===== src/rtl/vram_if.sv =====
// -----------------------------------------------------------------------------
// vram_if -- CPU-side VRAM access bus (ISA-style) between a host and the
// vram_arbiter.
//
//   cpu_req    host -> arb  level request, held until cpu_ack
//   cpu_we     host -> arb  1 = write, 0 = read (stable while cpu_req high)
//   cpu_addr   host -> arb  14-bit VRAM byte address
//   cpu_wdata  host -> arb  write data
//   cpu_ack    arb -> host  one-clk completion pulse
//   cpu_rdata  arb -> host  read data, valid from cpu_ack until next access
//   cpu_ready  arb -> host  IOCHRDY, low while an access is outstanding
//
// Modports: master = host side, slave = arbiter side.
// -----------------------------------------------------------------------------
interface vram_if;
   logic        cpu_req;
   logic        cpu_we;
   logic [13:0] cpu_addr;
   logic [7:0]  cpu_wdata;
   logic        cpu_ack;
   logic [7:0]  cpu_rdata;
   logic        cpu_ready;

   modport master (
      output cpu_req, cpu_we, cpu_addr, cpu_wdata,
      input  cpu_ack, cpu_rdata, cpu_ready
   );

   modport slave (
      input  cpu_req, cpu_we, cpu_addr, cpu_wdata,
      output cpu_ack, cpu_rdata, cpu_ready
   );
endinterface


===== src/rtl/vram_arbiter.sv =====
// -----------------------------------------------------------------------------
// vram_arbiter -- shares one synchronous byte-wide VRAM between the CRTC
// character/attribute fetch and host CPU accesses.
//
// Parameters
//   FETCH_ATTR   1: fetch char + attribute byte per character, 0: char only
//   CPU_IN_DISP  1: CPU may be served during active display,
//                0: CPU only served while display_enable is low
//
// Ports
//   clk, reset        single clock, synchronous active-high reset
//   divclk            one-clk character strobe (same strobe as the CRTC)
//   mem_addr          CRTC character address, sampled on divclk
//   display_enable    CRTC active-display flag
//   cpu               vram_if.slave CPU bus (req/we/addr/wdata, ack/rdata/ready)
//   ram_addr/we/din   RAM address, write enable, write data (combinational
//                     from the current state; all zero in IDLE)
//   ram_dout          RAM read data, one clk after the address
//   char_byte         last fetched character byte
//   attr_byte         last fetched attribute byte
//   fetch_valid       one-clk pulse when char/attr bytes are updated
//   overrun           sticky: a character strobe arrived while the previous
//                     one was still waiting for the RAM
//
// A display fetch always takes priority over the CPU. A strobe that arrives
// while the RAM is busy is parked in fetch_pend and started as soon as the
// current fetch or CPU access finishes.
// -----------------------------------------------------------------------------
module vram_arbiter #(
   parameter bit FETCH_ATTR  = 1'b1,
   parameter bit CPU_IN_DISP = 1'b1
) (
   input  logic        clk,
   input  logic        reset,
   input  logic        divclk,
   input  logic [13:0] mem_addr,
   input  logic        display_enable,
   vram_if.slave       cpu,
   output logic [13:0] ram_addr,
   output logic        ram_we,
   output logic [7:0]  ram_din,
   input  logic [7:0]  ram_dout,
   output logic [7:0]  char_byte,
   output logic [7:0]  attr_byte,
   output logic        fetch_valid,
   output logic        overrun
);

   typedef enum logic [2:0] {
      IDLE,
      F_CHAR,
      F_ATTR,
      F_LAST,
      CPU_ACC,
      CPU_DONE
   } state_t;

   state_t      state_q, state_d;
   logic        fetch_pend_q, fetch_pend_d;
   logic [12:0] cap_addr_q, cap_addr_d;      // most recent strobe address
   logic [12:0] fetch_addr_q, fetch_addr_d;  // address of fetch in progress
   logic        served_q, served_d;
   logic        overrun_q, overrun_d;
   logic        cpu_ack_q, cpu_ack_d;
   logic [7:0]  cpu_rdata_q, cpu_rdata_d;
   logic        fetch_valid_q, fetch_valid_d;
   logic [7:0]  char_byte_q, char_byte_d;
   logic [7:0]  attr_byte_q, attr_byte_d;

   logic        strobe;
   logic        cpu_elig;

   // Character addresses map to byte pairs, so the top CRTC address bit
   // falls off the end of the 14-bit RAM address.
   logic        unused_mem_msb;
   assign unused_mem_msb = mem_addr[13];

   // A strobe outside active display never produces a fetch.
   assign strobe   = divclk & display_enable;
   assign cpu_elig = cpu.cpu_req & ~served_q & (CPU_IN_DISP | ~display_enable);

   // ------------------------------------------------------------------------
   // Next state and registered outputs
   // ------------------------------------------------------------------------
   always_comb begin
      state_d       = state_q;
      fetch_pend_d  = fetch_pend_q;
      cap_addr_d    = cap_addr_q;
      fetch_addr_d  = fetch_addr_q;
      served_d      = served_q;
      overrun_d     = overrun_q;
      cpu_ack_d     = 1'b0;
      cpu_rdata_d   = cpu_rdata_q;
      fetch_valid_d = 1'b0;
      char_byte_d   = char_byte_q;
      attr_byte_d   = attr_byte_q;

      case (state_q)
         IDLE: begin
            // Display wins a same-cycle tie with the CPU.
            if (strobe || fetch_pend_q)
               state_d = F_CHAR;
            else if (cpu_elig)
               state_d = CPU_ACC;
         end
         F_CHAR: begin
            state_d = FETCH_ATTR ? F_ATTR : F_LAST;
         end
         F_ATTR: begin
            char_byte_d = ram_dout;
            state_d     = F_LAST;
         end
         F_LAST: begin
            if (FETCH_ATTR)
               attr_byte_d = ram_dout;
            else
               char_byte_d = ram_dout;
            fetch_valid_d = 1'b1;
            if (fetch_pend_q)
               state_d = F_CHAR;
            else if (cpu_elig)
               state_d = CPU_ACC;
            else
               state_d = IDLE;
         end
         CPU_ACC: begin
            state_d = CPU_DONE;
         end
         CPU_DONE: begin
            if (!cpu.cpu_we)
               cpu_rdata_d = ram_dout;
            cpu_ack_d = 1'b1;
            state_d   = fetch_pend_q ? F_CHAR : IDLE;
         end
         default: begin
            state_d = IDLE;
         end
      endcase

      // A strobe that lands on top of a still-pending one loses the older
      // address; flag it permanently so the host can tell the screen glitched.
      if (strobe) begin
         cap_addr_d = mem_addr[12:0];
         if (fetch_pend_q)
            overrun_d = 1'b1;
      end

      // The freshest strobe address is used when a fetch starts; the running
      // fetch keeps its own copy so a mid-fetch strobe cannot split a pair.
      if (state_d == F_CHAR) begin
         fetch_pend_d = 1'b0;
         fetch_addr_d = strobe ? mem_addr[12:0] : cap_addr_q;
      end else if (strobe) begin
         fetch_pend_d = 1'b1;
      end

      // One access per request: served stays set until the host drops req.
      served_d = cpu.cpu_req & (served_q | (state_q == CPU_DONE));
   end

   // ------------------------------------------------------------------------
   // State register
   // ------------------------------------------------------------------------
   always_ff @(posedge clk) begin
      if (reset) begin
         state_q       <= IDLE;
         fetch_pend_q  <= 1'b0;
         cap_addr_q    <= '0;
         fetch_addr_q  <= '0;
         served_q      <= 1'b0;
         overrun_q     <= 1'b0;
         cpu_ack_q     <= 1'b0;
         cpu_rdata_q   <= '0;
         fetch_valid_q <= 1'b0;
         char_byte_q   <= '0;
         attr_byte_q   <= '0;
      end else begin
         state_q       <= state_d;
         fetch_pend_q  <= fetch_pend_d;
         cap_addr_q    <= cap_addr_d;
         fetch_addr_q  <= fetch_addr_d;
         served_q      <= served_d;
         overrun_q     <= overrun_d;
         cpu_ack_q     <= cpu_ack_d;
         cpu_rdata_q   <= cpu_rdata_d;
         fetch_valid_q <= fetch_valid_d;
         char_byte_q   <= char_byte_d;
         attr_byte_q   <= attr_byte_d;
      end
   end

   // ------------------------------------------------------------------------
   // RAM port: driven purely from the current state so reset (state IDLE)
   // forces address, data and write enable to zero on the next clock.
   // ------------------------------------------------------------------------
   always_comb begin
      ram_addr = '0;
      ram_we   = 1'b0;
      ram_din  = '0;
      case (state_q)
         F_CHAR:  ram_addr = {fetch_addr_q, 1'b0};
         F_ATTR:  ram_addr = {fetch_addr_q, 1'b1};
         CPU_ACC: begin
            ram_addr = cpu.cpu_addr;
            ram_we   = cpu.cpu_we;
            ram_din  = cpu.cpu_wdata;
         end
         default: ;
      endcase
   end

   assign cpu.cpu_ack   = cpu_ack_q;
   assign cpu.cpu_rdata = cpu_rdata_q;
   // served rises on the same edge as cpu_ack, releasing IOCHRDY with it.
   assign cpu.cpu_ready = ~(cpu.cpu_req & ~served_q);

   assign char_byte   = char_byte_q;
   assign attr_byte   = attr_byte_q;
   assign fetch_valid = fetch_valid_q;
   assign overrun     = overrun_q;

endmodule


===== src/flat_wrapper.sv =====
// flat-port wrapper written by rule: the top's interface ports become plain ports
module vram_arbiter_flat 
#(
   parameter bit FETCH_ATTR  = 1'b1,
   parameter bit CPU_IN_DISP = 1'b1
)
  (clk, reset, divclk, mem_addr, display_enable, ram_addr, ram_we, ram_din, ram_dout, char_byte, attr_byte, fetch_valid, overrun, cpu_cpu_req, cpu_cpu_we, cpu_cpu_addr, cpu_cpu_wdata, cpu_cpu_ack, cpu_cpu_rdata, cpu_cpu_ready);
  vram_if cpu_i ();
  input  logic clk;
  input  logic reset;
  input  logic divclk;
  input  logic [13:0] mem_addr;
  input  logic display_enable;
  output logic [13:0] ram_addr;
  output logic ram_we;
  output logic [7:0] ram_din;
  input  logic [7:0] ram_dout;
  output logic [7:0] char_byte;
  output logic [7:0] attr_byte;
  output logic fetch_valid;
  output logic overrun;
  input wire logic [$bits(cpu_i.cpu_req)-1:0] cpu_cpu_req;
  input wire logic [$bits(cpu_i.cpu_we)-1:0] cpu_cpu_we;
  input wire logic [$bits(cpu_i.cpu_addr)-1:0] cpu_cpu_addr;
  input wire logic [$bits(cpu_i.cpu_wdata)-1:0] cpu_cpu_wdata;
  output wire logic [$bits(cpu_i.cpu_ack)-1:0] cpu_cpu_ack;
  output wire logic [$bits(cpu_i.cpu_rdata)-1:0] cpu_cpu_rdata;
  output wire logic [$bits(cpu_i.cpu_ready)-1:0] cpu_cpu_ready;
  assign cpu_i.cpu_req = cpu_cpu_req;
  assign cpu_i.cpu_we = cpu_cpu_we;
  assign cpu_i.cpu_addr = cpu_cpu_addr;
  assign cpu_i.cpu_wdata = cpu_cpu_wdata;
  assign cpu_cpu_ack = cpu_i.cpu_ack;
  assign cpu_cpu_rdata = cpu_i.cpu_rdata;
  assign cpu_cpu_ready = cpu_i.cpu_ready;
  vram_arbiter #(.FETCH_ATTR(FETCH_ATTR), .CPU_IN_DISP(CPU_IN_DISP)) u_core (.clk(clk), .reset(reset), .divclk(divclk), .mem_addr(mem_addr), .display_enable(display_enable), .cpu(cpu_i), .ram_addr(ram_addr), .ram_we(ram_we), .ram_din(ram_din), .ram_dout(ram_dout), .char_byte(char_byte), .attr_byte(attr_byte), .fetch_valid(fetch_valid), .overrun(overrun));
endmodule

===== config.mk =====
export PLATFORM = sky130hd
export DESIGN_NAME = vram_arbiter_flat
export DESIGN_NICKNAME = d
export VERILOG_FILES = /design/src/rtl/vram_if.sv /design/src/rtl/vram_arbiter.sv /design/src/flat_wrapper.sv
export SDC_FILE = /design/constraint.sdc
export NUM_CORES = 1
export LEC_CHECK = 0
export ABC_AREA = 1
export CAP_MARGIN = 20
export CORE_MARGIN = 2
export CORE_UTILIZATION = 55
export CTS_CLUSTER_SIZE = 10
export DETAILED_ROUTE_END_ITERATION = 8
export DONT_BUFFER_PORTS = 1
export PLACE_DENSITY = 0.7
export SYNTH_ARGS = -nofsm -noshare
export SYNTH_HDL_FRONTEND = slang
export SYNTH_SLANG_ARGS = --single-unit

===== constraint.sdc =====
create_clock -name clk -period 1.78 [get_ports clk]
set_input_delay 0.356 -clock clk [delete_from_list [all_inputs] [get_ports clk]]
set_output_delay 0.356 -clock clk [all_outputs]
set_load 0.005 [all_outputs]

==> out/results.ini <==
[drt]
via_per_inst=5.422
ant_nets=0
vias=1990
first_iter_violations=100
drt_wl_total_um=5342
wl_per_cell_um=14.56
first_pass_iters=4
drc=0

[final_layout]
nNetsFinal=362
multi_input_area_um2=1013
final_core_util=0.6442
layout-drive-gt1-share=0.1451
final_common_cell=nor2_1
syn2layout_area_growth_pct=10.82
nFillCells=398
final_cell_mix=nor2_1 (88), dfxtp_1 (55), inv_1 (31)
num_antenna_cells=0
register_area_um2=1167

[setup_path]
cp_data_arrival_time_ps=1370
start_kind=flip-flop
worstRegToRegCells=7
crit_path_end_kind=output pin
cp_max_fo=6
critical_path_required_ps=1420
worstSetupPathType=reg -> out

[sta]
max_freq_ghz=0.5794
setup_viol=0
worst_slew_pin_slew_ps=517.9
slew_headroom=0.6544
hold_viol_final=0
maxSlewViolCount=0
period_share=0.9697
rsz0062_at_grt=true
finClkSkew_ps=6.197
period_needed_ps=1726

[grt]
grt_max_degree=27
grt_util_met1=0.2565
grt_usage=0.2272
use_met3=0.06831
grt.overflow.total=0
grt_pass1_vias=1837
antenna_found_initial=0
grt_use_met2=0.3739
grt_first_pass_wirelength_um=8583
grt.busiest_layer=met2

[place]
numPortBuffers=0
hpwl_um=3683
gp_congestion=0.8441

[min_path]
holdPathStages=1
hold_path.class=in -> reg

[clock_network]
numCtsBuffers=9
cts_tree=done
clk_latency_ps=330
clk_path_buf_depth=2
cts_root_buf=clkbuf_8
ctsHtreeMaxLevel=3
clock-sinks=58
clk_pin_slew_worst_paths_ps=60

[synthesis]
synth_top_area_frac=0.4923
synthTopCellsByArea=dfxtp_1 (49%), nor2_1 (14%), inv_1 (4.9%)
ys_ff_latch=58
syn_area_um2=2359
syn_inst=307
yosysSeqAreaShare=0.4923
synthDistinctLibCells=24
syn_avg_cell_area_um2=7.682
yosysWarningCount=0
syn_nets=357
synth_area_leader_cell=dfxtp_1

[floorplanning]
die_w_um=69.49
start_util=0.5813
std_cell_rows=23
die_area_um2=4828
core-area_um2=4058
die_y_um=69.49
io_pins=101

[power_and_ir_drop]
power.density_nw_per_um2=1650
worst_ir_drop_vdd_mv=0.9661
power_w=0.004313
leakagePower_nw=1.089

[run_status]
outcome=finished clean

[flow_run]
cap_violations=0

## state kept, by name, indices dropped and copies added, names as in the netlist, 3 cells and up
name,count
u_core.char_byte,8
u_core.fetch_addr_q,13
u_core.cpu.cpu_rdata,8
u_core.attr_byte,8
u_core.cap_addr_q,13
u_core.state_q,3
## worst max-delay path: stages (launching register included)
cell and delay (ps):
dfxtp_4 370, inv_6 70, nand2_4 50, nor2_4 220, buf_6 170, a22o_1 160
## worst paths after layout
kind	startpoint	end	slack [ps]
worst min register to register	u_core.char_byte[6]	u_core.char_byte[6]	480
worst max register to register	u_core.state_q[2]	u_core.fetch_addr_q[1]	160
worst max-delay path	u_core.state_q[1]	ram_addr[1]	50
worst min-delay path	reset	u_core.state_q[1]	90
## cell type report
type / instances / area share
multi-input combinational: 200 / 0.3877
tap: 50 / 0.02393
sequential: 58 / 0.4466
inverter: 36 / 0.05457
clock inverter: 3 / 0.005744
clock buffer: 13 / 0.05697
timing repair buffer: 7 / 0.02441
## stage by stage
step	area, um2	instances	setup TNS [ps]	hold WS [ps]	setup WS, ps
after floorplan	2359	307	0	451.0	242.5
after global placement	2389	349	0	430.2	131.0
final	2614	367	0	92.84	53.99
after CTS	2595	367	0	77.21	11.41
after detailed placement	2389	349	0	431.8	96.22
after global routing	2614	367	-30.76	78.48	-10.37
## routing by layer
metal  routed length [um]  share of wire
met5                    0              0
met4                  207          0.039
met3                  457          0.086
met2                 2487           0.47
met1                 2189           0.41
## synth_stat cells
library cell  instances
nor2_1               88
dfxtp_1              58
inv_1                31
nand2_1              23
o21ai_0              16
nand3_1              14
a21oi_1              13
a22o_1               13
nor3_1               13
a21oi_2              10
clkbuf_1              6
inv_2                 4
buf_1                 2
buf_2                 2
buf_6                 2
nand2_4               2
nor2_4                2
o21ai_1               2
buf_4                 1
clkinv_1              1
nand2_2               1
nor2_2                1
o21a_1                1
o21bai_4              1
## cell families after synthesis
family | Yosys count | synth area share
buf+inv | 49 | 0.08700
flops | 58 | 0.4923
simple gates | 144 | 0.2584
compound gates | 56 | 0.1623
## timing repair
action | CTS | global route
resized for setup | 9 | 7
pin swaps | 1 | 9
setup endpoints to repair | 23 | 29
hold buffers | 0 | 0
cloned | 1 | 0
buffers inserted | 1 | 0
## report_power, final
group | leakage [nW] | switching [W] | total (W) | internal, W
sequential | 0.475 | 0.000175 | 0.00172 | 0.00154
clock | 0.0872 | 0.000480 | 0.00102 | 0.000537
combinational | 0.526 | 0.00101 | 0.00158 | 0.000570
(Power assumes the default switching activity.)
